[config.mk]
export PLATFORM = sky130hd
export DESIGN_NAME = vga_pattern_gen
export DESIGN_NICKNAME = d
export VERILOG_FILES = /design/src/rtl/vga_pkg.sv /design/src/rtl/vga_delay_line.sv /design/src/rtl/vga_pattern_gen.sv
export SDC_FILE = /design/constraint.sdc
export NUM_CORES = 1
export LEC_CHECK = 0
export ABC_AREA = 1
export ABC_CLOCK_PERIOD_IN_PS = 1750
export BUFFER_PORTS_ARGS = -buffer_cell sky130_fd_sc_hd__clkbuf_2
export CORE_UTILIZATION = 35
export CTS_BUF_LIST = sky130_fd_sc_hd__clkbuf_4
export DETAILED_ROUTE_END_ITERATION = 16
export REMOVE_ABC_BUFFERS = 1
export SLEW_MARGIN = 40
export SYNTH_ARGS = -nofsm -noshare
export SYNTH_HDL_FRONTEND = slang
export SYNTH_SLANG_ARGS = --single-unit
[constraint.sdc]
create_clock -name clk -period 1.75 [get_ports clk]
set_input_delay 0.2625 -clock clk [delete_from_list [all_inputs] [get_ports clk]]
set_output_delay 0.2625 -clock clk [all_outputs]
set_load 0.005 [all_outputs]
[src/rtl/vga_pkg.sv]
`default_nettype none
// ============================================================================
// Module   : vga_pkg
// Brief    : Shared encodings and constants for the VGA pattern generator.
// Revision : 1.0 - initial release
// ============================================================================
package vga_pkg;

  // Pattern selector encodings as presented on the mode input
  typedef enum logic [1:0] {
    MODE_BARS  = 2'd0,
    MODE_CHECK = 2'd1,
    MODE_GRAD  = 2'd2,
    MODE_GRID  = 2'd3
  } mode_e;

  // 640x480 visible area of the standard 25 MHz VGA timing
  localparam int H_ACTIVE_640 = 640;
  localparam int V_ACTIVE_480 = 480;

  // Colour masks, one bit per channel in {r, g, b} order
  localparam logic [2:0] WHITE = 3'b111;
  localparam logic [2:0] BLACK = 3'b000;

  // Bar colour mask: bar index 0 is white, the last bar is black
  function automatic logic [2:0] bar_colour(input logic [2:0] eff3);
    return ~eff3;
  endfunction

endpackage
`default_nettype wire

[src/rtl/vga_delay_line.sv]
`default_nettype none
// ============================================================================
// Module   : vga_delay_line
// Brief    : Width/depth parametrised shift register with a configurable
//            reset value, used to keep syncs aligned with the colour pipe.
// Revision : 1.0 - initial release
// ============================================================================
module vga_delay_line
  import vga_pkg::*;
#(
  parameter int               WIDTH   = 1,
  parameter int               DEPTH   = 2,
  parameter logic [WIDTH-1:0] RST_VAL = '0
) (
  input  logic             clk,
  input  logic             rst_n,
  input  logic [WIDTH-1:0] d,
  output logic [WIDTH-1:0] q
);

  logic [DEPTH-1:0][WIDTH-1:0] stage_q;
  logic [DEPTH-1:0][WIDTH-1:0] stage_d;

  // Shift one position per clock, new sample enters at index 0
  always_comb begin
    stage_d    = stage_q;
    stage_d[0] = d;
    for (int i = 1; i < DEPTH; i++) begin
      stage_d[i] = stage_q[i-1];
    end
  end

  // Stage registers; every tap returns to the idle value on reset
  always_ff @(posedge clk or negedge rst_n) begin
    if (!rst_n) begin
      stage_q <= {DEPTH{RST_VAL}};
    end else begin
      stage_q <= stage_d;
    end
  end

  assign q = stage_q[DEPTH-1];

endmodule
`default_nettype wire

[src/rtl/vga_pattern_gen.sv]
`default_nettype none
// ============================================================================
// Module   : vga_pattern_gen
// Brief    : Selectable VGA test pattern source (bars, checker, gradient,
//            grid) with optional bar scrolling. Two-stage pipeline; syncs
//            are delayed to stay aligned with the colour outputs.
// Revision : 1.0 - initial release
// ============================================================================
module vga_pattern_gen
  import vga_pkg::*;
#(
  parameter int H_ACTIVE   = H_ACTIVE_640,
  parameter int V_ACTIVE   = V_ACTIVE_480,
  parameter int COLOR_W    = 4,
  parameter int BAR_COUNT  = 8,
  parameter int CHECK_LOG2 = 5,
  parameter int GRID_LOG2  = 5
) (
  input  logic               clk,
  input  logic               reset,
  input  logic [9:0]         hpos,
  input  logic [9:0]         vpos,
  input  logic               display_on,
  input  logic               hsync_in,
  input  logic               vsync_in,
  input  logic [1:0]         mode,
  input  logic               scroll_en,
  output logic               hsync_out,
  output logic               vsync_out,
  output logic [COLOR_W-1:0] vga_r,
  output logic [COLOR_W-1:0] vga_g,
  output logic [COLOR_W-1:0] vga_b,
  output logic [7:0]         frame_cnt
);

  localparam int         c_bar_w     = $clog2(BAR_COUNT);
  localparam int         c_bar_shift = 3 - c_bar_w;
  localparam int         c_bar_px    = H_ACTIVE / BAR_COUNT;
  localparam int         c_v_msb     = $clog2(V_ACTIVE) - 1;
  localparam logic [9:0] c_h_act     = 10'(H_ACTIVE);
  localparam logic [9:0] c_v_act     = 10'(V_ACTIVE);
  localparam logic [9:0] c_h_last    = 10'(H_ACTIVE - 1);
  localparam logic [9:0] c_v_last    = 10'(V_ACTIVE - 1);
  localparam logic [9:0] c_bar_last  = 10'(c_bar_px - 1);
  localparam logic [c_bar_w-1:0] c_bar_one = 1;

  // Frame-level state
  logic [7:0]         frame_cnt_q, frame_cnt_d;
  mode_e              mode_q, mode_d;
  logic               frame_boundary;

  // Column counter (stage-1 aligned)
  logic [9:0]         col_cnt_q, col_cnt_d;
  logic [c_bar_w-1:0] bar_idx_q, bar_idx_d;
  logic               col_valid_q, col_valid_d;

  // Stage-1 pixel attributes
  logic               oob_s1_q, oob_s1_d;
  logic               check_s1_q, check_s1_d;
  logic               grid_s1_q, grid_s1_d;
  logic               scroll_s1_q, scroll_s1_d;
  logic [COLOR_W-1:0] grad_r_s1_q, grad_r_s1_d;
  logic [COLOR_W-1:0] grad_g_s1_q, grad_g_s1_d;
  logic               de_s1;

  // Stage-2 colour
  logic [COLOR_W-1:0] r_q, r_d;
  logic [COLOR_W-1:0] g_q, g_d;
  logic [COLOR_W-1:0] b_q, b_d;
  logic [c_bar_w-1:0] bar_eff;
  logic [2:0]         bar_eff3;
  logic [2:0]         mask;
  logic [1:0]         sync_out;

  // Frame counter and pattern latch only move at the frame boundary so the
  // pattern never changes part way down the screen
  always_comb begin
    frame_boundary = (hpos == 10'd0) && (vpos == c_v_act);
    frame_cnt_d    = frame_cnt_q;
    mode_d         = mode_q;
    if (frame_boundary) begin
      frame_cnt_d = frame_cnt_q + 8'd1;
      mode_d      = mode_e'(mode);
    end
  end

  // Frame-level registers
  always_ff @(posedge clk or negedge reset) begin
    if (!reset) begin
      frame_cnt_q <= 8'd0;
      mode_q      <= MODE_BARS;
    end else begin
      frame_cnt_q <= frame_cnt_d;
      mode_q      <= mode_d;
    end
  end

  // Bar column tracking by counting pixels instead of dividing hpos;
  // col_valid stays low after reset until a line start resynchronises it
  always_comb begin
    col_cnt_d   = col_cnt_q + 10'd1;
    bar_idx_d   = bar_idx_q;
    col_valid_d = col_valid_q;
    if (hpos == 10'd0) begin
      col_cnt_d   = 10'd0;
      bar_idx_d   = '0;
      col_valid_d = 1'b1;
    end else if (col_cnt_q == c_bar_last) begin
      col_cnt_d = 10'd0;
      bar_idx_d = bar_idx_q + c_bar_one;
    end
  end

  // Column counter registers
  always_ff @(posedge clk or negedge reset) begin
    if (!reset) begin
      col_cnt_q   <= 10'd0;
      bar_idx_q   <= '0;
      col_valid_q <= 1'b0;
    end else begin
      col_cnt_q   <= col_cnt_d;
      bar_idx_q   <= bar_idx_d;
      col_valid_q <= col_valid_d;
    end
  end

  // Stage 1: derive per-pixel pattern flags straight from the position
  always_comb begin
    oob_s1_d    = (hpos >= c_h_act) || (vpos >= c_v_act);
    check_s1_d  = hpos[CHECK_LOG2] ^ vpos[CHECK_LOG2];
    grid_s1_d   = (hpos == 10'd0) || (hpos == c_h_last) ||
                  (vpos == 10'd0) || (vpos == c_v_last) ||
                  (hpos[GRID_LOG2-1:0] == '0) ||
                  (vpos[GRID_LOG2-1:0] == '0);
    scroll_s1_d = scroll_en;
    grad_r_s1_d = hpos[9 -: COLOR_W];
    // Top bit chosen so the last visible line lands near full scale
    grad_g_s1_d = vpos[c_v_msb -: COLOR_W];
  end

  // Stage-1 registers
  always_ff @(posedge clk or negedge reset) begin
    if (!reset) begin
      oob_s1_q    <= 1'b0;
      check_s1_q  <= 1'b0;
      grid_s1_q   <= 1'b0;
      scroll_s1_q <= 1'b0;
      grad_r_s1_q <= '0;
      grad_g_s1_q <= '0;
    end else begin
      oob_s1_q    <= oob_s1_d;
      check_s1_q  <= check_s1_d;
      grid_s1_q   <= grid_s1_d;
      scroll_s1_q <= scroll_s1_d;
      grad_r_s1_q <= grad_r_s1_d;
      grad_g_s1_q <= grad_g_s1_d;
    end
  end

  // Stage 2: pick the colour for the active pattern and apply blanking.
  // mode_q and frame_cnt_q only change during vertical blanking, so using
  // them here directly cannot shear a visible pixel.
  always_comb begin
    bar_eff  = bar_idx_q + (scroll_s1_q ? frame_cnt_q[3 +: c_bar_w] : '0);
    // Fewer than 8 bars use the index as the MSBs of the 3-bit colour
    bar_eff3 = 3'(bar_eff) << c_bar_shift;
    mask     = BLACK;
    case (mode_q)
      MODE_BARS:  mask = bar_colour(bar_eff3);
      MODE_CHECK: mask = check_s1_q ? WHITE : BLACK;
      MODE_GRID:  mask = grid_s1_q ? WHITE : BLACK;
      default:    mask = BLACK;
    endcase
    r_d = {COLOR_W{mask[2]}};
    g_d = {COLOR_W{mask[1]}};
    b_d = {COLOR_W{mask[0]}};
    if (mode_q == MODE_GRAD) begin
      r_d = grad_r_s1_q;
      g_d = grad_g_s1_q;
      b_d = frame_cnt_q[7 -: COLOR_W];
    end
    if (!de_s1 || oob_s1_q || !col_valid_q) begin
      r_d = '0;
      g_d = '0;
      b_d = '0;
    end
  end

  // Stage-2 colour registers
  always_ff @(posedge clk or negedge reset) begin
    if (!reset) begin
      r_q <= '0;
      g_q <= '0;
      b_q <= '0;
    end else begin
      r_q <= r_d;
      g_q <= g_d;
      b_q <= b_d;
    end
  end

  // Syncs idle high through reset and match the two-stage colour latency
  vga_delay_line #(
    .WIDTH   (2),
    .DEPTH   (2),
    .RST_VAL (2'b11)
  ) u_sync_dly (
    .clk   (clk),
    .rst_n (reset),
    .d     ({hsync_in, vsync_in}),
    .q     (sync_out)
  );

  // display_on aligned with stage 1; stage 2 uses it to blank
  vga_delay_line #(
    .WIDTH   (1),
    .DEPTH   (1),
    .RST_VAL (1'b0)
  ) u_de_dly (
    .clk   (clk),
    .rst_n (reset),
    .d     (display_on),
    .q     (de_s1)
  );

  assign hsync_out = sync_out[1];
  assign vsync_out = sync_out[0];
  assign vga_r     = r_q;
  assign vga_g     = g_q;
  assign vga_b     = b_q;
  assign frame_cnt = frame_cnt_q;

endmodule
`default_nettype wire
# Yosys cells after proc, flatten, opt, wreduce, memory -nomap -nowiden
# Index checks and enable logic that the tools add are counted.
[totals]
ff_bits = 53
[classes]
add_sub_neg = 4
n_lt_le_gt_ge = 2
eq_ne = 7
n_mux = 14
bitwise = 2
n_reduce_logical = 17
[op_table]
columns = ["cell", "count"]
rows = [
  ["$mux 4", 6],
  ["$eq 10x9->1 const B", 2],
  ["$logic_not 10->1", 2],
  ["$mux 10", 2],
  ["$mux 3", 5],
  ["$add 10x1->10 const B", 1],
  ["$eq 10x10->1 const B", 1],
  ["$eq 10x7->1 const B", 1],
  ["$ge 10x10->1 const B", 1],
  ["$ge 10x9->1 const B", 1],
  ["$logic_not 5->1", 2],
  ["$pmux 3 s3", 1],
  ["$add 8x1->8 const B", 1],
  ["$logic_or 1x1->1", 8],
  ["$eq 2x2->1 const B", 2],
  ["$add 3x1->3 const B", 1],
  ["$add 3x3->3", 1],
  ["$not 3->3", 1],
  ["$eq 2x1->1 const B", 1],
  ["$logic_not 1->1", 2],
  ["$logic_not 2->1", 1],
  ["$reduce_bool 2->1", 1],
  ["$logic_and 1x1->1", 1],
  ["$xor 1x1->1", 1],
]

# Longest topological paths before layout
# Gate-level depths: netlist (run 1).
[depth]
depth_word = 6
mapped_depth = 13
ltp_nobuf = 13

# Modules after synthesis
# A second synthesis (run 1) with hierarchy kept.
[hier_totals]
hier_cells = 275
area_unflattened_um2 = 2382.3
[by_module_without_submodules]
columns = ["module", "instances", "cells_per_inst", "area_per_inst_um2", "seq_area_each_um2"]
rows = [
  ["vga_pattern_gen", 1, 270, 2252.2, 1201.2],
  ["vga_delay_line (u_sync_dly)", 1, 4, 105.1, 105.1],
  ["vga_delay_line (u_de_dly)", 1, 1, 25.0, 25.0],
]

# Least setup slack after synthesis (run 1)
# OpenSTA, ideal clock, no wires.
[synth_timing]
path_type = "register -> register"
from = "register frame_cnt_q[3] (netlist: frame_cnt[3])"
to = "register r_q[0] (netlist: vga_r[0])"
t_arrival_ps = 1499
required_time_ps = 1632
setup_slack_ps = 133
stages_incl_launch_ff = 14
synth_period_minus_slack_ps = 1617
cell_sequence = "dfrtp_1 nand2_1 inv_1 ha_1 inv_1 fa_1 inv_1 nand2_1 nand2_1 nand2_1 nand3_1 nand2_1 nand2_1 nor2_1"
[synth_via]
elab_chain_len = 6
[synth_rtl]
columns = ["item", "line", "source"]
rows = [
  ["from (decl)", "vga_pattern_gen.sv:48", "logic [7:0] frame_cnt_q, frame_cnt_d;"],
  ["from (signal assigned)", "vga_pattern_gen.sv:93", "frame_cnt_q <= frame_cnt_d;"],
  ["$mux 3", "vga_pattern_gen.sv:164", "bar_eff = bar_idx_q + (scroll_s1_q ? frame_cnt_q[3 +: c_bar_w] : '0);"],
  ["$add 3x3->3", "vga_pattern_gen.sv:164", ""],
  ["$not 3->3", "vga_pkg.sv:27", "return ~eff3;"],
  ["$pmux 3 s3", "vga_pattern_gen.sv:168", "case (mode_q)"],
  ["$mux 4", "vga_pattern_gen.sv:177", "if (mode_q == MODE_GRAD) begin"],
  ["$mux 4", "vga_pattern_gen.sv:182", "if (!de_s1 || oob_s1_q || !col_valid_q) begin"],
  ["net r_d[0]", "vga_pattern_gen.sv:67", "logic [COLOR_W-1:0] r_q, r_d;"],
  ["to (signal assigned)", "vga_pattern_gen.sv:196", "r_q <= r_d;"],
  ["to (decl)", "vga_pattern_gen.sv:67", ""],
]
# The timed path passes the listed nets, and every way through them passes these cells.
# A chain may end at the register's enable or synchronous reset.

# Final worst setup path (run 1)
[layout_timing]
from = "register frame_cnt_q[3] (netlist: frame_cnt[3])"
to = "register r_q[3] (netlist: vga_r[3])"
# The elaborated chain is that of the path after synthesis.

==> flow_results.org, run 1 <==
** Power
- Summed over all nets, the switching power comes to 0.727 mW.
- Share of total power in combinational logic :: 0.188
- For this design the static power due to leakage is roughly 1.7 nW.
- Proportion of total power due to net switching :: 0.295
- IR Drop Worst-Case VDD :: around 0.00025 V
- The internal power of the cells totals 1.74 mW.
- For this design the ratio of total power to cell area is about 830 nW/µm².
- Power after layout :: 2.46 mW
- Of the total power, registers draw 0.589.
- Of the total power, the clock network draws 0.223.

** CTS
- Num CTS Buffers :: 5
- TritonCTS built the clock tree.
- Clock Pin Slew Worst Setup and Hold Paths :: 0.15 ns
- Clock insertion delay at the later pin of the skew report :: 0.36 ns
- The longest clock path from root to sink contains 2 buffers.
- In this run the clock root is driven by a clkbuf_4.
- H-tree levels :: 2
- For this design, the sink count on the clock tree is 53.

** Floorplan
- Site Rows :: 29
- The core region is 6490 µm².
- During I/O placement, the number of pins put on the boundary was 50.
- Starting Density :: 0.372
- Horizontal extent of the die :: about 85 µm
- The die covers ~7200 µm².
- In this run the vertical extent of the chip is 85.1 µm.

** Route
- The detail route stage leaves a number of antenna-violating nets equal to 0.
- Detailed-route wire length per cell :: between 10 and 15 µm
- Summing over every cut layer, the via total after detailed routing is approximately 1900.
- Number of remaining DRC errors :: 0
- The first detailed-routing pass took 4 iterations.
- DR iter-0 viols :: 59
- The final layout contains routed wiring with a total length of 4.79 mm.
- After detailed routing, the number of vias per cell comes to approximately 4.5.

** STA
- The worst path needs approximately 1.6 ns of the cycle, external delays included.
- In the finished design, the share of the clock period the worst path needs comes to 0.917.
- Slew of the pin with the lowest slew margin :: between 0.5 and 0.6 ns
- Setup TNS :: 0 ns
- Peak Freq :: 0.623 GHz
- The max-slew violation count came to 0.
- Final worst clock skew :: 0.0144 ns
- On the final layout, the worst hold slack is 0.0231 ns.
- Setup slack closes at 0.145 ns.
- Worst relative slew slack :: 0.643
- Setup repair after global routing could not meet its margin everywhere.
- Final hold violations :: 0
- Setup violations remaining at the end of the flow were counted as 0.

** Worst hold path
- Hold Crit Depth :: 1
- The path class of the tightest hold or removal check is in -> reg.
- HP Start :: vpos[8]
- For hold timing, the worst endpoint is grad_g_s1_q[3]$_DFF_PN0_.

** Setup path
- The startpoint identified for the worst register-to-register timing path is frame_cnt[3]$_DFFE_PN0P_.
- Data arrives at the worst endpoint at between 1.5 and 2 ns.
- Worst reg2reg path depth :: 12
- Startpoint class of the critical path :: flop
- STA puts the critical path data required time at 2.05 ns.
- The critical path is of the reg -> reg type.
- Critical path fanouts, max :: 4
- The worst register-to-register path has a setup slack of around 0.14 ns.
- End of the worst register-to-register path :: vga_r[3]$_DFF_PN0_
- Critical Path Sink Type :: flop

** Global routing
- The first global-routing pass estimated about 8.4 mm of wire.
- Overflow left after global routing :: 0
- The via count of the first global-routing pass came to around 1900.
- In the global route stage, overall resource usage came out at 0.148.
- The number of antenna violations at the first check in global routing was 0.
- Largest net degree at the start of global routing :: 24

** Logic synthesis
- The netlist uses 27 different library cells.
- The share of the Yosys chip area taken by registers is 0.551.
- After synthesis, the mean cell area works out to about 8.6 µm².
- During synthesis, Yosys emitted a total of 0 warnings.
- In this run, synthesis produced a sequential element count of between 50 and 60.
- Post-Syn Area :: approximately 2400 µm²
- Yosys top cell by area :: dfrtp_1
- Share of Yosys cell area claimed by the top area cell type :: 0.508
- Yosys attributes the largest share of cell area to dfrtp_1, nand2_1, nor2_1.
- Number of cells produced by synthesis :: between 200 and 300

** Job
- Max-capacitance violation count :: 0

** Layout
- In the final layout, the share of cells above drive strength 1 is 0.248.
- Final core occ :: 0.458
- Commonest cells after routing, fill and taps aside :: nand2_1, nor2_1, dfrtp_1, clkbuf_2, inv_1
- Once layout is done, the placed cells without fillers occupy a little under 3000 µm².
- The count of cells in the finished layout, fillers not included, comes to 428.
- The filler cells instantiated in the layout total 638.
- The number of antenna diodes in the final layout is 0.
- Leading cell type in the layout, fill and taps excluded :: nand2_1
- Nets :: between 300 and 400
- Area added between synthesis and finish :: 23.1%

** Place
- In this run the tool buffered the top-level ports with slightly below 50 buffer cells.
- Placed cell count :: 409
- Placer's final routability congestion estimate :: 0.816
- The placed instances occupy a cell area of 2790 µm².
- The wire-length estimate of the detail-placed layout is around 3.6 mm.
- Prior to clock tree synthesis, the placed netlist has a worst setup slack of between 0.1 and 0.15 ns.

** Run status
- Result of the run :: complete, no violations
==> power groups by stage <==
| stage | combinational, mW | clock, mW | sequential (mW) |
|---|---|---|---|
| global placement | 0.439 | 0 | 1.47 |
| global route | 0.543 | 0.626 | 1.47 |
| detailed placement | 0.455 | 0 | 1.47 |
| floorplan | 0.316 | 0 | 1.45 |
| finish | 0.463 | 0.550 | 1.45 |
| CTS | 0.462 | 0.578 | 1.45 |
==> metal layers <==
metal  share of wire  GRT usage  vias to the layer above  wire length, µm
met5               0          0                        -                0
met4           0.012     0.0524                        0               59
met3           0.042     0.0360                        4              200
met2            0.49      0.251                       37             2340
met1            0.46      0.183                      875             2190
li1                -          -                      997                -
==> cell type report <==
cell class,instances,area (µm²),share of cell area
repair buffers,64,393,0.132
multi-input cells,191,960,0.323
well taps,77,96.3,0.0324
clock inverters,1,7.51,0.00253
inverters,35,131,0.0442
clock buffers,7,52.6,0.0177
flip-flops and latches,53,1330,0.448
==> state kept, by name, summed over array words and instances, names as in the netlist <==
name,count
bar_idx_q,3
oob_s1_q,1
u_sync_dly.stage_d,2
u_sync_dly.q,2
grid_s1_q,1
col_valid_q,1
vga_b,4
grad_r_s1_q,4
frame_cnt,8
col_cnt_q,10
grad_g_s1_q,4
vga_g,4
vga_r,4
u_de_dly.q,1
mode_q,2
check_s1_q,1
scroll_s1_q,1
==> repair_timing <==
action	in CTS	in global routing
hold buffers	5	4
buffers inserted	0	2
setup endpoints to repair	0	4
resized for setup	0	5
hold endpoints to repair	19	4
==> worst max path at each step <==
stage	startpoint	endpoint	slack [ns]	cells after the start
3_3_place_gp	scroll_s1_q$_DFF_PN0_	vga_r[0]$_DFF_PN0_	0.16	13
2_1_floorplan	frame_cnt[3]$_DFFE_PN0P_	vga_r[0]$_DFF_PN0_	0.13	13
3_5_place_dp	scroll_s1_q$_DFF_PN0_	vga_r[3]$_DFF_PN0_	0.11	13
5_1_grt	frame_cnt[3]$_DFFE_PN0P_	vga_r[3]$_DFF_PN0_	-0.02	12
4_1_cts	scroll_s1_q$_DFF_PN0_	vga_r[3]$_DFF_PN0_	0.07	13
6_report	frame_cnt[3]$_DFFE_PN0P_	vga_r[3]$_DFF_PN0_	0.14	12
==> logic make-up after synthesis <==
kind of cell	count (synthesis)	synth area share
AO/OA/AOI/OAI	9	0.0202
XOR/XNOR	10	0.0363
adder cells (fa/ha/maj)	5	0.0290
buffers and inverters	36	0.0565
flip-flops	53	0.551
AND/OR/NAND/NOR	167	0.307
==> synth_stat cells, drive strengths merged <==
master	instances
a31oi	1
and2	1
buf	1
dfrtp	49
dfstp	4
fa	1
ha	4
inv	35
nand2	81
nand3	12
nand3b	2
nand4	6
nor2	60
nor3	3
nor3b	1
o211ai	1
o21ai	7
or2	1
xor2	10
==> critical path, cell delays in order, from the launching register on <==
cell     delay [ns]
dfrtp_1        0.38
nand2_1        0.05
inv_1          0.05
ha_1           0.13
inv_1          0.05
fa_2           0.33
nand2_1        0.10
nand2_1        0.06
nand2_1        0.05
nand3_1        0.06
nand2_1        0.08
nand2_2        0.09
nor2_2         0.12
(Power assumes the default switching activity.)
==> run 2, diff against run 1 <==
- ABC_AREA: 1 -> default
- BUFFER_PORTS_ARGS: -buffer_cell sky130_fd_sc_hd__clkbuf_2 -> default
- DONT_BUFFER_PORTS: default -> 1
==> run 2 against run 1 <==
  * The run now ends with negative setup slack left
  * First-iteration DRC count is 17% lower
  * Non-clock buffer count decreased by 40
  * Combinational power about the same
  * Final cell count shrank 34%
  * Worst hold slack improved by 0.024 ns
  * Synthesized cell count is 36% lower
  * Register-to-register slack got worse by 0.21 ns
  * Clock skew decreased by 0.0063 ns
  * Flip-flop and latch count is the same
  * Sequential share of layout area rose by 6.1 points
  * Critical path type unchanged
  * Critical endpoint is now vga_r[1]$_DFF_PN0_
==> flow_results.org, run 2 <==
** Floorplan
- Site Rows :: 28 (was 29)
- The die outline area came to 6630 µm² (was 7240 µm²).
- The die height is 81.4 µm (was 85.1 µm).
- The starting density of the core is 0.369 (was 0.372).
- Top-level port count :: 50 (unchanged)
- The x dimension of the die came to 81.4 µm (was 85.1 µm).
- The core area is 5990 µm² (was 6490 µm²).

** Global routing
- Overflow left after global routing :: 0 (unchanged)
- The maximum number of pins on one net before global-route repair came to 54 (was 24).
- The first-pass GRT wire length came to 6.69 mm (was 8.39 mm).
- The via count of the first global-routing pass was 1425 (was 1894).
- Total track usage :: 0.134 (was 0.148)
- Antenna violations before repair :: 0 (unchanged)

** Worst hold path
- The path type of the worst min-delay path is in -> reg (unchanged).
- The endpoint with the worst hold slack was mode_q[1]$_DFFE_PN0P_ (was grad_g_s1_q[3]$_DFF_PN0_).
- HP Start :: mode[1] (was vpos[8])
- Hold Crit Depth :: 1 (unchanged)

** Logic synthesis
- The number of standard cells after synthesis is 178 (was 280).
- Most numerous cell in the Yosys netlist :: dfrtp_1 (was nand2_1)
- The area fraction of the dominant cell type after synthesis came to 0.555 (was 0.508).
- Top cells by instance count after synthesis :: dfrtp_1, nor2_1, xnor2_1 (was nand2_1, nor2_1, dfrtp_1)
- Yosys top cell by area :: dfrtp_1 (unchanged)
- Dominant register cell in the synthesized netlist :: dfrtp_1 (unchanged)
- Number of register bits inferred by synthesis :: 53 (unchanged)
- The post-synthesis cell type count was 35 (was 27).
- Share of synthesized flip-flops with an asynchronous set or reset :: 1.00 (unchanged)
- Sequential share of the synthesized area :: 0.603 (was 0.551)
- The number of synthesis warnings is 0 (unchanged).
- Ranking of synthesized cells by area: dfrtp_1, dfstp_2, xnor2_1 (was dfrtp_1, nand2_1, nor2_1).
- Post-Syn Area :: 2210 µm² (was 2410 µm²)
- The number of enable-type register cells in the synthesized netlist came to 0 (unchanged).
- Avg Synthesized Cell Area :: 12.4 µm² (was 8.62 µm²)

** Setup path
- The depth of the most critical reg-to-reg path came to 8 (was 12).
- Reg-to-reg startpoint :: scroll_s1_q$_DFF_PN0_ (was frame_cnt[3]$_DFFE_PN0P_)
- Maximum cell stage delay along the critical path :: 0.39 ns (was 0.38 ns)
- Path type of the worst setup path :: reg -> reg (unchanged)
- The worst endpoint data arrival time was 2.10 ns (was 1.90 ns).
- The reg-to-reg endpoint is vga_r[1]$_DFF_PN0_ (was vga_r[3]$_DFF_PN0_).
- The highest fanout seen on the critical path came to 4 (unchanged).
- Standard cell with the maximum stage delay on the critical path :: dfrtp_1 (unchanged)
- The kind of start point of the critical path was a flop (unchanged).
- The slack of the worst reg-to-reg path is -0.07 ns (was 0.14 ns).
- Cell-by-cell trace of the critical path: and2_4 > ha_4 > inv_2 > fa_2 > xnor2_2 > xnor2_1 > o21a_2 > nor3_2 (was nand2_1 > inv_1 > ha_1 > inv_1 > fa_2 > nand2_1 > nand2_1 > nand2_1 > nand3_1 > nand2_1 > nand2_2 > nor2_2).
- Required time of the worst setup path :: 2.03 ns (was 2.05 ns)
- The capturing element type of the critical path was a flop (unchanged).

** CTS
- The TritonCTS buffer count was 5 (unchanged).
- Root buffer cell :: clkbuf_4 (unchanged)
- The clock latency of the later-clocked register in the worst-skew pair is 0.35 ns (was 0.36 ns).
- Clock Pin Slew Worst Setup and Hold Paths :: 0.13 ns (was 0.15 ns)
- The CTS sink count was 53 (unchanged).
- H-tree levels :: 2 (unchanged)
- The maximum clock path buffer count is 2 (unchanged).
- CTS tree :: yes (unchanged)

** Job
- Max-capacitance violation count :: 0 (unchanged)

** Place
- Count of input and output buffers :: 0 (was 49)
- DP Wirelength :: 2.83 mm (was 3.64 mm)
- The post-place setup slack came to -0.0377 ns (was 0.110 ns).
- Placer's final routability congestion estimate :: 0.768 (was 0.816)

** STA
- Final worst clock skew :: 0.00810 ns (was 0.0144 ns)
- The final clock period utilization by the worst path was 1.04 (was 0.917).
- The time the worst path needs with I/O delays and setup came to 1.82 ns (was 1.61 ns).
- The max-slew violation count is 0 (unchanged).
- Worst relative slew slack :: 0.710 (was 0.643)
- Peak Freq :: 0.549 GHz (was 0.623 GHz)
- The measured slew at the worst slew-check pin came to 0.434 ns (was 0.536 ns).
- Final hold violations :: 0 (unchanged)
- The final number of setup-violating endpoints came to 4 (was 0).
- The least setup slack across all paths after layout was -0.0699 ns (was 0.145 ns).
- The total negative slack for setup checks came to -0.217 ns (was 0 ns).
- Setup repair after global routing missed its margin :: yes (unchanged)

** Layout
- Commonest cells after routing, fill and taps aside :: dfrtp_1, nor2_1, dlygate4sd3_1, xnor2_1, nand4_1 (was nand2_1, nor2_1, dfrtp_1, clkbuf_2, inv_1)
- The post-layout net count was 238 (was 383).
- The final cell utilization of the core came to 0.437 (was 0.458).
- Leading cell type in the layout, fill and taps excluded :: dfrtp_1 (was nand2_1)
- Top register by number of flip-flops :: col_cnt_q (unchanged)
- Number of inserted diodes :: 0 (unchanged)
- The number of fill cells was 561 (was 638).
- The synthesis-to-layout area growth was 18.4% (was 23.1%).
- Proportion of layout cells with a drive suffix above 1 :: 0.184 (was 0.248)
- The flip-flop count of the largest register, all copies and words added came to 10 (unchanged).

** Route
- DR iter-0 viols :: 49 (was 59)
- The DRC violations left is 0 (unchanged).
- Post-DR vias/cell :: 4.96 (was 4.47)
- Antenna violation net count after detailed routing :: 0 (unchanged)
- The total detailed-routing wirelength came to 3.99 mm (was 4.79 mm).
- DR pass1 iterations :: 4 (unchanged)
- The via total after detailed routing was 1393 (was 1913).
- Detailed-route wire length per cell :: 14.2 µm (was 11.2 µm)

** Power
- The power after layout came to 2.48 mW (was 2.46 mW).
- The power per cell area was 949 nW/µm² (was 829 nW/µm²).
- The static leakage power is 1.16 nW (was 1.68 nW).
- IR Drop Worst-Case VDD :: 0.000357 V (was 0.000246 V)

** Run status
- Violated checks :: negative setup slack
- Result of the run: finished with violations (was complete, no violations).
[run 2: changes by cell type after synthesis, sizes merged, moves of 4 or more]
cell    change
and3        +6
inv        -29
nand2      -77
nand2b      +5
nand3       -7
nand4       +4
nor2       -40
nor4        +4
o21a        +9
o21ai       -6
or4         +4
xnor2      +11
[run 2: critical path: cells and delay by family (launching register included)]
family,cells,cell delay [ns]
DFF,1,0.39
xor gates and xnor gates,2,0.29
adders and majority gates,2,0.47
AOI/OAI and AO/OA,1,0.24
and+or+nand+nor,2,0.33
buffers and inverters,1,0.03
[run 2: cell type report]
class | instances | area, µm² | area share
timing repair buffer | 24 | 238 | 0.0909
inverter | 6 | 22.5 | 0.00861
clock buffer | 7 | 52.6 | 0.0201
sequential | 53 | 1330 | 0.509
clock inverter | 1 | 3.75 | 0.00144
multi-input combinational | 115 | 873 | 0.334
tap | 75 | 93.8 | 0.0359
[run 2: repair_timing]
item	in CTS	in global routing
setup endpoints to repair	4	8
hold buffers	15	1
gates resized for setup	6	5
endpoints found under the hold margin	66	1
pin swaps	2	9
setup buffers	0	0
[run 2: cells by family (layout without fill, tap and decap cells)]
kind of cell,after synthesis,count (layout),share of synthesized area
mux,4,4,0.0249
xor+xnor,20,20,0.0793
buf+inv,10,38,0.0227
flops,53,53,0.603
simple gates,71,71,0.191
fa+ha+maj,5,5,0.0317
compound gates,15,15,0.0470
[run 2: stage by stage]
step,hold WS [ns],cell area (µm²),cells
after floorplan,-0.0331,2180,174
after global placement,-0.0316,2330,257
after detailed placement,-0.0315,2330,257
after CTS,0.00813,2580,280
after global routing,0.0123,2620,281
final,0.0469,2620,281
[run 2: layer usage]
metal,global-route usage,vias up,wire (µm)
li1,-,668,-
met1,0.174,684,1870
met3,0.0378,5,207
met2,0.214,36,1880
met4,0.0482,0,40
met5,0,-,0
[run 2: worst max path at each step]
| stage | start | end | slack [ns] | cells past startpoint |
|---|---|---|---|---|
| floorplan | hpos[0] | frame_cnt[1]$_DFFE_PN0P_ | -0.24 | 4 |
| global placement | hpos[0] | mode_q[0]$_DFFE_PN0P_ | -0.004 | 4 |
| detailed placement | scroll_s1_q$_DFF_PN0_ | vga_r[1]$_DFF_PN0_ | -0.04 | 8 |
| CTS | scroll_s1_q$_DFF_PN0_ | vga_r[1]$_DFF_PN0_ | -0.03 | 8 |
| global route | scroll_s1_q$_DFF_PN0_ | vga_r[1]$_DFF_PN0_ | -0.13 | 8 |
| finish | scroll_s1_q$_DFF_PN0_ | vga_r[1]$_DFF_PN0_ | -0.07 | 8 |
[run 2: power by group]
group	switching (mW)	leakage (nW)	internal (mW)	total, mW
clock network	0.342	0.0338	0.187	0.529
registers	0.131	0.667	1.36	1.49
logic	0.227	0.463	0.233	0.461
